===== src/rtl/stepper_drive_seq.sv =====
// stepper_drive_seq: programmable-period full/half-step unipolar 4-coil stepper driver with position counter
module stepper_drive_seq #(
  parameter int CNT_W = 18,
  parameter int POS_W = 16
) (
  input  logic                    clk,
  input  logic                    rst,
  input  logic                    enable_i,
  input  logic [CNT_W-1:0]        period_i,
  input  logic                    step_en_i,
  input  logic                    dir_i,
  input  logic                    half_i,
  input  logic                    hold_i,
  output logic [3:0]              drive_o,
  output logic                    step_o,
  output logic [2:0]              phase_o,
  output logic signed [POS_W-1:0] pos_o,
  output logic                    busy_o
);
  localparam logic [31:0] TBL = {4'b1001, 4'b1000, 4'b1100, 4'b0100, 4'b0110, 4'b0010, 4'b0011, 4'b0001};
  logic [CNT_W-1:0] cnt;
  logic             pending;
  logic             tick;
  logic             take;
  logic [2:0]       delta;
  logic [2:0]       next_phase;
  logic [POS_W-1:0] next_pos;
  always_comb begin
    tick       = enable_i & (cnt >= period_i);
    take       = tick & pending;
    delta      = half_i ? 3'd1 : 3'd2;
    next_phase = dir_i ? phase_o + delta : phase_o - delta;
    next_pos   = dir_i ? pos_o + POS_W'(delta) : pos_o - POS_W'(delta);
  end
  assign busy_o = pending;
  always_ff @(posedge clk) begin
    if (rst) begin
      cnt     <= '0;
      pending <= 1'b0;
      phase_o <= '0;
      pos_o   <= '0;
      drive_o <= '0;
      step_o  <= 1'b0;
    end else begin
      cnt     <= tick ? '0 : enable_i ? cnt + 1'b1 : cnt;
      pending <= step_en_i | (pending & ~tick);
      step_o  <= take;
      phase_o <= take ? next_phase : phase_o;
      pos_o   <= take ? next_pos : pos_o;
      drive_o <= !enable_i ? 4'b0000 :
                 !tick     ? drive_o :
                 take      ? TBL[{next_phase, 2'b00} +: 4] :
                 hold_i    ? TBL[{phase_o, 2'b00} +: 4] : 4'b0000;
    end
  end
endmodule

===== config.mk =====
export PLATFORM = sky130hd
export DESIGN_NAME = stepper_drive_seq
export DESIGN_NICKNAME = d
export VERILOG_FILES = /design/src/rtl/stepper_drive_seq.sv
export SDC_FILE = /design/constraint.sdc
export NUM_CORES = 1
export LEC_CHECK = 0
export BUFFER_PORTS_ARGS = -buffer_cell sky130_fd_sc_hd__buf_4
export CAP_MARGIN = 40
export CORE_MARGIN = 1
export CORE_UTILIZATION = 57
export CTS_BUF_LIST = sky130_fd_sc_hd__clkbuf_16
export CTS_CLUSTER_SIZE = 8
export DETAILED_ROUTE_END_ITERATION = 6
export GPL_TIMING_DRIVEN = 1
export PLACE_DENSITY = 0.78
export SLEW_MARGIN = 30
export SYNTH_ARGS = -nofsm -noshare
export SYNTH_HDL_FRONTEND = slang
export SYNTH_SLANG_ARGS = --single-unit
export TNS_END_PERCENT = 30

===== constraint.sdc =====
create_clock -name clk -period 2.6 [get_ports clk]
set_input_delay 0.26 -clock clk [delete_from_list [all_inputs] [get_ports clk]]
set_output_delay 0.26 -clock clk [all_outputs]
set_load 0.02 [all_outputs]

==> metrics.txt <==
TritonCTS buffer count 5; Clock Pin Slew Worst Setup and Hold Paths 70 ps; Clock Tree Root clkbuf_16; synth top area cells dfxtp_1 29%, ha_1 15%, nor2_1 6.0%; fin util 0.708; Setup Fix Bufs, Post-CTS 0; critical-path maximum fanout 11; Area Growth Syn to Fin 19.8%; Synth Warn # 0; Yosys top cell area share 0.287; Initial DRC Count 117; register share of total power 0.463; Synth Flop Type dfxtp_1; Setup Slack @ Placement 156 ps; Post-synth EDFFs 0; layout cells sized above 1 0.177; Setup crit end kind flop; maximum vdd drop 0.281 mV; GRT overflow 0; final slew viol count 0; Clock Skew 5.42 ps; CP Launch Type flop; Net Sw Frac 0.245; cell count after synthesis 364; Final Wtd Congestion 0.804; CTS tree built; hold path depth 3; Nets 479; port bufs 49; leak pwr 1.66 nW; Max Cap Violations 0; pin slew with the least headroom to its limit 430 ps; Pint 0.00109 W; die height 74.5 um; wire length per cell 12.8 um; DRC 0; Routed WL 6240 um; Sum Neg Setup Slack 0 ps; pwr/cell area 401 mW/mm2; register area share after synthesis 0.287; clock power share 0.437; Achievable Freq 420 MHz; largest net degree at the start of global routing 26; clock latency on the worst-skew pair 290 ps; vias in the first global route 2422; Sink Count 43; Min-Delay Path Class primary input to flop; clk buf depth 2; initial antenna violation count 0; syn nets 426; CP Data Required Time 2810 ps; Final Critical Period 2380 ps; Synth top cells by count 48 x nor2_1, 43 x dfxtp_1, 35 x ha_1; final setup margin 221 ps; Rows 26; outcome finished, final reports clean; die area 0.00555 mm2; ys async rst share 0; RSZ-0062 raised after global routing no; DR pass1 iterations 5; n_diodes 0; final-report hold violation count 0; Tot GR Track Use 0.234; r2r worst-path depth 8; Initial Util 0.591; Filler cells 450; part of the cycle the worst path needs 0.915; H-tree depth 2; post-route ant nets 0; most frequent cell after synthesis nor2_1; Slew HR 0.712; hpwl dp 4740 um; Yosys top cell by area dfxtp_1; Ports 50; total number of vias 2636; sw power 0.000354 W; Setup CP Type flop to flop; vias per cell 5.40; #FFs+latches synth 43; synthesized cell area 0.00300 mm2; DIE WIDTH 74.5 um; count of cell types in the netlist 46; # setup viols final 0; Comb power frac 0.100; WHS 219 ps; syn avg cell area 8.24 um2; wire length of the first global-routing pass 10100 um; Arrival @ worst endpoint 2590 ps; core area 0.00507 mm2
-- power groups by stage --
stage	clock (W)	combinational (W)	sequential, W
6_report	0.000630	0.000145	0.000668
3_3_place_gp	0	0.000139	0.000682
5_1_grt	0.000667	0.000162	0.000668
3_5_place_dp	0	0.000143	0.000683
2_1_floorplan	0	0.0000947	0.000681
4_1_cts	0.000641	0.000144	0.000668
-- routing by layer --
layer  GRT usage  wire (um)  vias up
met1       0.277       2810     1216
li1            -          -     1370
met5           0          0        -
met4      0.0650         86        0
met2       0.428       3150       41
met3      0.0461        201        9
-- final cells by class --
type	instances	area, um2	area share
well taps	70	87.6	0.0244
multi-input cells	282	1960	0.546
repair buffers	57	428	0.119
clock inverters	3	25.0	0.00697
clock buffers	5	125	0.0348
inverters	28	105	0.0293
flip-flops and latches	43	861	0.240
-- through the flow --
step	instance area [um2]	cells	total power [W]
after floorplan	3000	364	0.000776
after global placement	3430	480	0.000821
after detailed placement	3430	480	0.000826
after CTS	3580	488	0.00145
after global routing	3590	488	0.00150
final	3590	488	0.00144
-- state kept, by name (all words and copies together) (netlist names) --
| name | flops |
|---|---|
| cnt | 18 |
| step_o | 1 |
| busy_o | 1 |
| phase_o | 3 |
| pos_o | 16 |
| drive_o | 4 |
-- path summary, 6_finish.rpt --
kind | startpoint | endpoint | slack [ps]
setup / recovery | cnt[7] | cnt[2] | 220
hold / removal | step_en_i | busy_o | 220
setup reg to reg | cnt[7] | cnt[2] | 220
hold reg to reg | drive_o[1] | drive_o[1] | 470
-- timing repair --
action | 4_1_cts | 5_1_grt
gates resized for setup | 0 | 1
endpoints found under the setup margin | 0 | 10
endpoints found under the hold margin | 0 | 0
hold buffers | 0 | 0
-- cell usage in the layout (no fill, tap or decap), drive strengths merged, types with 3 or more instances in the layout --
cell type	n
o211ai	4
ha	35
dfxtp	43
mux2i	16
nand3	8
nand2	33
nand4	9
nand3b	3
and3	3
inv	28
xor2	17
a21o	7
a21oi	30
nor2	48
or3	3
buf	57
nor3	4
clkbuf	5
xnor2	13
a211oi	7
o21ai	16
-- worst max-delay path, cell delays in order (launching register included) --
cell and delay [ps]:
dfxtp_1 420, ha_1 290, a211oi_2 220, nor2_1 100, or4_1 540, a211oi_2 200, buf_4 220, nand4b_1 120
a31oi_1 180
-- cells by family after synthesis --
kind of cell,count (synthesis),synth area share
AOI/OAI and AO/OA,77,0.162
xor gates and xnor gates,30,0.0876
adders and majority gates,37,0.159
buffers and inverters,39,0.0614
DFF,43,0.287
muxes,18,0.0609
and+or+nand+nor,120,0.182
No activity file was read; power rests on OpenSTA's default activity.
